===== src/rtl/vga_pkg.sv =====
// vga_pkg: shared timing constants and types for the 640x480@60 Hz VGA path.
//   - VGA_* constants : default horizontal/vertical timing (pixels / lines)
//   - VGA_H/V_TOTAL   : full line length and full frame height
//   - CNT_W / ADDR_W  : counter and pixel-address widths
//   - rgb_t           : packed {R,G,B} 24-bit colour
package vga_pkg;

  localparam int VGA_H_ACTIVE = 640;
  localparam int VGA_H_FP     = 16;
  localparam int VGA_H_SYNC   = 96;
  localparam int VGA_H_BP     = 48;
  localparam int VGA_V_ACTIVE = 480;
  localparam int VGA_V_FP     = 10;
  localparam int VGA_V_SYNC   = 2;
  localparam int VGA_V_BP     = 33;

  localparam int VGA_H_TOTAL = VGA_H_ACTIVE + VGA_H_FP + VGA_H_SYNC + VGA_H_BP;
  localparam int VGA_V_TOTAL = VGA_V_ACTIVE + VGA_V_FP + VGA_V_SYNC + VGA_V_BP;

  // Both counters (max 799 / 524) and both addresses fit in 10 bits.
  localparam int CNT_W  = 10;
  localparam int ADDR_W = 10;

  typedef logic [23:0] rgb_t;

endpackage


===== src/rtl/vga_delay_line.sv =====
// vga_delay_line: width-generic shift register of DEPTH stages that advances
// only on enabled edges. Every stage loads rst_val on asynchronous reset, so
// the caller chooses the inactive value of each bit (e.g. 1 for active-low
// syncs). DEPTH = 0 degenerates to a wire.
// Ports:
//   clk     in          clock
//   reset   in          asynchronous active-low reset
//   clken   in          shift enable; low holds every stage
//   rst_val in  [W-1:0] value loaded into every stage on reset
//   din     in  [W-1:0] data entering stage 0
//   dout    out [W-1:0] data leaving the last stage
module vga_delay_line #(
  parameter int WIDTH = 1,
  parameter int DEPTH = 1
) (
  input  logic             clk,
  input  logic             reset,
  input  logic             clken,
  input  logic [WIDTH-1:0] rst_val,
  input  logic [WIDTH-1:0] din,
  output logic [WIDTH-1:0] dout
);

  generate
    if (DEPTH == 0) begin : g_pass
      assign dout = din;
    end else begin : g_pipe
      logic [WIDTH-1:0] stage [DEPTH];

      always_ff @(posedge clk or negedge reset) begin
        if (!reset) begin
          for (int i = 0; i < DEPTH; i++) stage[i] <= rst_val;
        end else if (clken) begin
          stage[0] <= din;
          for (int i = 1; i < DEPTH; i++) stage[i] <= stage[i-1];
        end
      end

      assign dout = stage[DEPTH-1];
    end
  endgenerate

endmodule


===== src/rtl/vga_sync_gen.sv =====
// vga_sync_gen: pixel-clock timing generator and DAC output stage.
// Counts columns/lines, publishes the active pixel address upstream, and
// drives an aligned hsync/vsync/valid/RGB bundle DATA_LAT+1 enabled cycles
// after the counter value it describes.
// Optional feature macro: VGA_SYNC_FRAME_CNT_EN enables sof and frame_cnt;
// without it both outputs are tied to 0.
// Ports:
//   clk        in      pixel clock
//   reset      in      asynchronous active-low reset
//   clken      in      pixel enable; low freezes all state
//   pixel_data in  24  {R,G,B} for the address issued DATA_LAT enabled cycles ago
//   h_addr     out 10  active column (0 in blanking), combinational
//   v_addr     out 10  active line (0 in blanking), combinational
//   hsync      out     active-low horizontal sync
//   vsync      out     active-low vertical sync
//   valid      out     visible pixel
//   red/green/blue out 8 each colour, 0 whenever valid is low
//   sof        out     one-cycle start-of-frame pulse
//   frame_cnt  out 16  frame counter, wraps 65535 -> 0
//
// Output handshake: valid has no ready partner. The DAC cannot stall, so a
// pixel is consumed on every enabled edge where valid is high, and the RGB
// value on the same cycle belongs to that pixel; when valid is low RGB is 0.
module vga_sync_gen
  import vga_pkg::*;
#(
  parameter int H_ACTIVE = VGA_H_ACTIVE,
  parameter int H_FP     = VGA_H_FP,
  parameter int H_SYNC   = VGA_H_SYNC,
  parameter int H_BP     = VGA_H_BP,
  parameter int V_ACTIVE = VGA_V_ACTIVE,
  parameter int V_FP     = VGA_V_FP,
  parameter int V_SYNC   = VGA_V_SYNC,
  parameter int V_BP     = VGA_V_BP,
  parameter int DATA_LAT = 1
) (
  input  logic              clk,
  input  logic              reset,
  input  logic              clken,
  input  logic [23:0]       pixel_data,
  output logic [ADDR_W-1:0] h_addr,
  output logic [ADDR_W-1:0] v_addr,
  output logic              hsync,
  output logic              vsync,
  output logic              valid,
  output logic [7:0]        red,
  output logic [7:0]        green,
  output logic [7:0]        blue,
  output logic              sof,
  output logic [15:0]       frame_cnt
);

  localparam int H_TOTAL  = H_ACTIVE + H_FP + H_SYNC + H_BP;
  localparam int V_TOTAL  = V_ACTIVE + V_FP + V_SYNC + V_BP;
  // Line/frame order is sync, back porch, active, front porch.
  localparam int H_ACT_LO = H_SYNC + H_BP;
  localparam int H_ACT_HI = H_ACT_LO + H_ACTIVE;
  localparam int V_ACT_LO = V_SYNC + V_BP;
  localparam int V_ACT_HI = V_ACT_LO + V_ACTIVE;

  // Control bundle carried through the alignment pipe: {hsync, vsync, valid[, sof]}.
`ifdef VGA_SYNC_FRAME_CNT_EN
  localparam int CTRL_W = 4;
  localparam logic [CTRL_W-1:0] CTRL_RST = 4'b1100;
`else
  localparam int CTRL_W = 3;
  localparam logic [CTRL_W-1:0] CTRL_RST = 3'b110;
`endif

  logic [CNT_W-1:0]  h_cnt, v_cnt;
  logic              h_in, v_in;
  logic [CTRL_W-1:0] ctrl_raw, ctrl_dly, ctrl_q;
  rgb_t              rgb_q;

  // Column/line counters; v_cnt advances (and wraps) on the same edge h_cnt wraps.
  always_ff @(posedge clk or negedge reset) begin
    if (!reset) begin
      h_cnt <= '0;
      v_cnt <= '0;
    end else if (clken) begin
      if (h_cnt == CNT_W'(H_TOTAL - 1)) begin
        h_cnt <= '0;
        if (v_cnt == CNT_W'(V_TOTAL - 1)) v_cnt <= '0;
        else                              v_cnt <= v_cnt + 1'b1;
      end else begin
        h_cnt <= h_cnt + 1'b1;
      end
    end
  end

  assign h_in = (h_cnt >= CNT_W'(H_ACT_LO)) && (h_cnt < CNT_W'(H_ACT_HI));
  assign v_in = (v_cnt >= CNT_W'(V_ACT_LO)) && (v_cnt < CNT_W'(V_ACT_HI));

  // Address goes upstream straight from the counters so the source has its
  // DATA_LAT cycles to answer before the last pipeline stage samples it.
  assign h_addr = (h_in && v_in) ? ADDR_W'(h_cnt - CNT_W'(H_ACT_LO)) : '0;
  assign v_addr = (h_in && v_in) ? ADDR_W'(v_cnt - CNT_W'(V_ACT_LO)) : '0;

`ifdef VGA_SYNC_FRAME_CNT_EN
  assign ctrl_raw = {(h_cnt >= CNT_W'(H_SYNC)), (v_cnt >= CNT_W'(V_SYNC)),
                     (h_in && v_in), ((h_cnt == '0) && (v_cnt == '0))};
`else
  assign ctrl_raw = {(h_cnt >= CNT_W'(H_SYNC)), (v_cnt >= CNT_W'(V_SYNC)),
                     (h_in && v_in)};
`endif

  // First DATA_LAT stages of the alignment; the final stage sits below so it
  // can capture pixel_data alongside the control bits.
  vga_delay_line #(
    .WIDTH(CTRL_W),
    .DEPTH(DATA_LAT)
  ) u_ctrl_dly (
    .clk    (clk),
    .reset  (reset),
    .clken  (clken),
    .rst_val(CTRL_RST),
    .din    (ctrl_raw),
    .dout   (ctrl_dly)
  );

  // Last stage: colour is gated by the valid bit that arrives with it.
  always_ff @(posedge clk or negedge reset) begin
    if (!reset) begin
      ctrl_q <= CTRL_RST;
      rgb_q  <= '0;
    end else if (clken) begin
      ctrl_q <= ctrl_dly;
      rgb_q  <= ctrl_dly[CTRL_W-3] ? pixel_data : '0;
    end
  end

  assign hsync = ctrl_q[CTRL_W-1];
  assign vsync = ctrl_q[CTRL_W-2];
  assign valid = ctrl_q[CTRL_W-3];
  assign red   = rgb_q[23:16];
  assign green = rgb_q[15:8];
  assign blue  = rgb_q[7:0];

`ifdef VGA_SYNC_FRAME_CNT_EN
  logic [15:0] frame_q;

  // Counts on the same edge that launches the sof pulse onto the pins.
  always_ff @(posedge clk or negedge reset) begin
    if (!reset)                   frame_q <= '0;
    else if (clken && ctrl_dly[0]) frame_q <= frame_q + 1'b1;
  end

  assign sof       = ctrl_q[0];
  assign frame_cnt = frame_q;
`else
  assign sof       = 1'b0;
  assign frame_cnt = '0;
`endif

endmodule


===== config.mk =====
export PLATFORM = sky130hd
export DESIGN_NAME = vga_sync_gen
export DESIGN_NICKNAME = d
export VERILOG_FILES = /design/src/rtl/vga_pkg.sv /design/src/rtl/vga_delay_line.sv /design/src/rtl/vga_sync_gen.sv
export SDC_FILE = /design/constraint.sdc
export NUM_CORES = 1
export LEC_CHECK = 0
export ABC_AREA = 1
export CORE_ASPECT_RATIO = 1.4
export CORE_MARGIN = 2
export CORE_UTILIZATION = 48
export DETAILED_ROUTE_END_ITERATION = 7
export PLACE_DENSITY = 0.81
export SKIP_CTS_REPAIR_TIMING = 1
export SLEW_MARGIN = 25
export SYNTH_ARGS = -nofsm -noshare
export SYNTH_HDL_FRONTEND = slang
export SYNTH_SLANG_ARGS = --single-unit

===== constraint.sdc =====
create_clock -name clk -period 2.05 [get_ports clk]
set_clock_uncertainty 0.05 [all_clocks]
set_input_delay 0.3075 -clock clk [delete_from_list [all_inputs] [get_ports clk]]
set_output_delay 0.3075 -clock clk [all_outputs]
set_load 0.03 [all_outputs]

* After elaboration in Yosys (flattened, before gate mapping)
Index checks and enable logic that the tools add are counted.
W data, S select, Z words.
** Storage, ports and cells
- Register bits :: 50
- Input port bits :: 27
- Output and inout port bits :: 64
** Cells by class
- $add $sub $neg :: 4
- Magnitude comparators :: 6
- Equality and inequality tests :: 2
- Multiplexer cells :: 5
- Reductions and logical operators :: 4
** Operators with widths (number)
- $mux W10 :: 4
- $mux W24 :: 1
- $add A10 B1 Y10 const B :: 2
- $eq A10 B10 Y1 const B :: 2
- $lt A10 B10 Y1 const B :: 2
- $ge A10 B2 Y1 const B :: 1
- $ge A10 B6 Y1 const B :: 1
- $ge A10 B7 Y1 const B :: 1
- $ge A10 B8 Y1 const B :: 1
- $sub A10 B6 Y10 const B :: 1
- $sub A10 B8 Y10 const B :: 1
- $logic_and A1 B1 Y1 :: 3
- $reduce_and A2 Y1 :: 1

* Longest topological paths before layout
- Word-level depth :: 4
- Depth in mapped cells :: 10
- Gate-level depth less buffers :: 9

* Worst setup path after synthesis
Ideal clock, no wire load.
- Kind :: register -> output
- From :: register h_cnt[4]
- To :: output port h_addr[0]
- Arrival time :: 1.605 ns
- Required time :: 1.692 ns
- Setup slack :: 0.088 ns
- Stages on the path, launching flop included :: 11
- Path buffers :: 1
- Cells stage by stage :: dfrtp_1 -> inv_1 -> ha_1 -> nand2_1 -> nand2_1 -> nand2_1 -> a21oi_1 -> nor2_2 -> nand2_2 -> buf_6 -> nor2_2
** Between the ends
- Longest elaborated chain between the ends :: 4
- Elaborated cells between the ends (all ways) :: 5
- Those cells by class :: 2 x order compare; 1 x mux; 2 x reduce/logical
** RTL lines
- start, declared :: line vga_sync_gen.sv:70 : logic [CNT_W-1:0] h_cnt, v_cnt;
- start signal, assigned :: line vga_sync_gen.sv:86 : h_cnt <= h_cnt + 1'b1;
- $ge A10 B8 Y1 or $lt A10 B10 Y1 (tied branches) :: line vga_sync_gen.sv:91 : assign h_in = (h_cnt >= CNT_W'(H_ACT_LO)) && (h_cnt < CNT_W'(H_ACT_HI));
- $logic_and A1 B1 Y1 * :: line vga_sync_gen.sv:91
- $logic_and A1 B1 Y1 * :: line vga_sync_gen.sv:96 : assign h_addr = (h_in && v_in) ? ADDR_W'(h_cnt - CNT_W'(H_ACT_LO)) : '0;
- $mux W10 * :: line vga_sync_gen.sv:96
- end, declared :: line vga_sync_gen.sv:41 : output logic [ADDR_W-1:0] h_addr,
Every way passes the cells marked *; elsewhere a longest branch is shown, timed or not.

* Worst setup path after layout
- From :: register h_cnt[4]
- To :: output port v_addr[4]
** Between the ends
- Longest elaborated chain between the ends :: 4
- Elaborated cells between the ends (all ways) :: 5
- Those cells by class :: 2 x order compare; 1 x mux; 2 x reduce/logical
** RTL lines
- $ge A10 B8 Y1 or $lt A10 B10 Y1 (tied branches) :: line vga_sync_gen.sv:91
- $logic_and A1 B1 Y1 * :: line vga_sync_gen.sv:91
- $logic_and A1 B1 Y1 * :: line vga_sync_gen.sv:97 : assign v_addr = (h_in && v_in) ? ADDR_W'(v_cnt - CNT_W'(V_ACT_LO)) : '0;
- $mux W10 * :: line vga_sync_gen.sv:97
- end, declared :: line vga_sync_gen.sv:42 : output logic [ADDR_W-1:0] v_addr,
Marked as above.

==> results by group <==
Floorplanning
  • Die Ht: 98.1 µm
  • Top Ports: 91
  • Number of core rows: 34
  • Core box area: 0.00617 mm²
  • Die area: 0.00699 mm²
  • Die width: 71.2 µm
  • Initial core utilization: 49.2%

Synthesis
  • Main area contributors after synthesis: dfrtp_1, nand2_1, nand3_1
  • Yosys reg bits: 50
  • Synth Cell Area: 0.00304 mm²
  • Fraction of registers with async set/reset: 100%
  • Post-synth top area share: 37.9%
  • Cell count after synthesis: 401
  • Top cells by count, synth: nand2_1, dfrtp_1, nand3_1
  • Biggest area consumer among synthesized cells: dfrtp_1
  • Library cells used by synthesis: 31
  • YS warnings: 0
  • Register area share after synthesis: 41.4%
  • Synth Flop Type: dfrtp_1
  • EDFF count, synth: 0
  • Post-synthesis area per instance: 7.58 µm²
  • Most frequent cell after synthesis: nand2_1

Job
  • Max cap viols: 0

GRT
  • Largest net degree at the start of global routing: 31
  • First-pass GRT wire length: 12.1 mm
  • Total grt overflow: 0
  • GRT Total Usage: 21.6%
  • Vias in the first global route: 2,703
  • Initial antenna violation count: 0

Place
  • Post-DP HPWL: 5.66 mm
  • Gpl congestion: 0.915
  • Number of port buffers: 73

STA
  • Worst hold slack: 0.425 ns
  • Setup Viol. Count Final: 20
  • Period utilisation layout: 114%
  • Setup ws final: -0.292 ns
  • Slew Viols, Final: 0
  • Final worst path period need: 2.34 ns
  • Slew headroom: 45.8%
  • Worst slew pin tran: 0.814 ns
  • RSZ-0062 raised after global routing: true
  • Fmax: 427 MHz
  • Final hold vios: 0

Drt
  • Vias post-DR: 2,912
  • DR pass1 iterations: 4
  • WL final: 7.77 mm
  • Post-route antenna net violation count: 0
  • Drt drc: 0
  • Wire per inst: 13.6 µm
  • Initial DRC count: 204
  • Routed vias/inst: 5.08

Layout
  • Finished Core Util: 70.3%
  • Ratio of cells with drive above 1 in the final layout: 24.0%
  • Antenna diodes: 0
  • Layout net count: 536
  • Synth-to-Final Area Change: 42.8%

Hold path
  • Worst Hold Endpoint: ctrl_q[1]
  • Hold Startpoint: ctrl_q[1]
  • HP Class: reg -> reg
  • Hold-critical path depth: 2

CTS
  • Cts bufs inserted: 5
  • H-tree levels: 2
  • Worst skew pair latency: 0.31 ns
  • Clock sinks: 50
  • CTS tree: built
  • CTS root buf: clkbuf_8
  • Max Buffers Root-to-Sink: 2
  • CTS clk-pin slew, worst paths: 0.10 ns

Critical path
  • Data arrival time of the critical path: 1.98 ns
  • WP buf/inv: 3
  • Crit-path max cell delay: 0.44 ns
  • Crit-path slowest cell: dfrtp_2
  • Worst Path Required: 1.69 ns
  • Crit path capture type: output pin
  • R2R Path End: v_cnt[7]
  • Startpoint Class: register
  • Setup Crit Path Kind: reg -> out
  • Launch point of the worst reg-to-reg path: h_cnt[0]
  • Worst r2r path cells: 8
  • R2R Setup Slk: 0.40 ns
  • Largest fanout on the critical path: 5
  • CP top delay family: simple AND/OR/NAND/NOR gates
  • CP Cell Sequence: buf_12 -> ha_4 -> nand3_2 -> nor2_2 -> a21oi_1 -> nor2_2 -> nand2_4 -> clkbuf_16 -> nor2_4 -> buf_12

Power and ir drop
  • Leakage power: 2.11 nW
  • Maximum VDD drop: 762 µV
  • Total power per unit cell area: 1150 mW/mm²

Status
  • Failing checks: setup timing
  • Status: complete, but fails checks
## worst register-to-register path, stage by stage, from the launching register on
cell	delay, ns
dfrtp_1	0.36
buf_4	0.13
ha_1	0.16
nand2_1	0.12
nor2_2	0.14
nand2_1	0.08
nor3_2	0.23
nand2_1	0.13
xor2_1	0.16
## final cells by class
cell class	count	area, µm²
clock buffer	5	68.8
clock inverter	3	23.8
fill	491	1830
inverter	36	135
multi-input combinational	297	1620
sequential	50	1260
tap	72	90.1
timing repair buffer	110	1140
## worst max path at each step
| stage | start | to | slack (ns) | depth (start not counted) |
|---|---|---|---|---|
| floorplan | h_cnt[4] | h_addr[0] | 0.09 | 10 |
| global placement | h_cnt[5] | v_addr[4] | 0.07 | 10 |
| detailed placement | h_cnt[5] | v_addr[6] | 0.04 | 10 |
| CTS | h_cnt[5] | v_addr[6] | -0.31 | 10 |
| global route | h_cnt[4] | v_addr[4] | -0.40 | 10 |
| finish | h_cnt[4] | v_addr[4] | -0.29 | 10 |
## kinds of logic (layout without fill, tap and decap cells)
logic type | count (synthesis) | after routing | share of synthesized area, %
buffers and inverters | 70 | 154 | 11.7
other | 1 | 17 | 0.123
XOR/XNOR | 14 | 14 | 4.04
flip-flops | 50 | 50 | 41.4
adder cells (fa/ha/maj) | 9 | 9 | 3.71
AO/OA/AOI/OAI | 22 | 22 | 3.87
AND/OR/NAND/NOR | 235 | 235 | 35.3
## sequential cells by signal, summed over array words and instances (netlist names)
| name | count |
|---|---|
| h_cnt | 10 |
| v_cnt | 10 |
| ctrl_q | 3 |
| rgb_q | 24 |
| u_ctrl_dly.dout | 3 |
## routing by layer
| metal | vias to the layer above | part of all wire [%] | track usage [%] |
|---|---|---|---|
| li1 | 1425 | - | - |
| met1 | 1347 | 39 | 24.2 |
| met2 | 119 | 53 | 39.0 |
| met3 | 21 | 5.8 | 2.89 |
| met4 | 0 | 2.9 | 10.9 |
| met5 | - | 0 | 0 |
## power breakdown
group | switching (mW) | internal (mW)
Combinational | 1.64 | 1.29
Clock | 0.360 | 0.245
Sequential | 0.239 | 1.20
## stage by stage
step / cells / setup slack (ns) / setup TNS (ns) / cell area [µm²] / power (mW)
floorplan: 417 / 0.0879 / 0 / 3100 / 2.90
global placement: 555 / 0.0667 / 0 / 3950 / 3.85
detailed placement: 555 / 0.0442 / 0 / 3950 / 3.90
CTS: 563 / -0.308 / -5.55 / 4040 / 4.51
global route: 573 / -0.402 / -7.13 / 4340 / 5.26
finish: 573 / -0.292 / -5.05 / 4340 / 4.98
## cell usage in the layout (no fill, tap or decap), drive strengths merged
cell	n
dfrtp	46
nand3	46
and2	1
clkinvlp	2
o21bai	1
clkdlybuf4s50	52
nor2	47
nand4	6
clkbuf	6
buf	56
dlygate4sd3	1
xnor2	2
xor2	12
o21ai	11
nor3	9
conb	17
a31oi	3
a21oi	6
o22ai	1
ha	9
nand2	125
or2	1
dfstp	4
inv	37
Note: power is estimated with default switching activity, not from simulation.
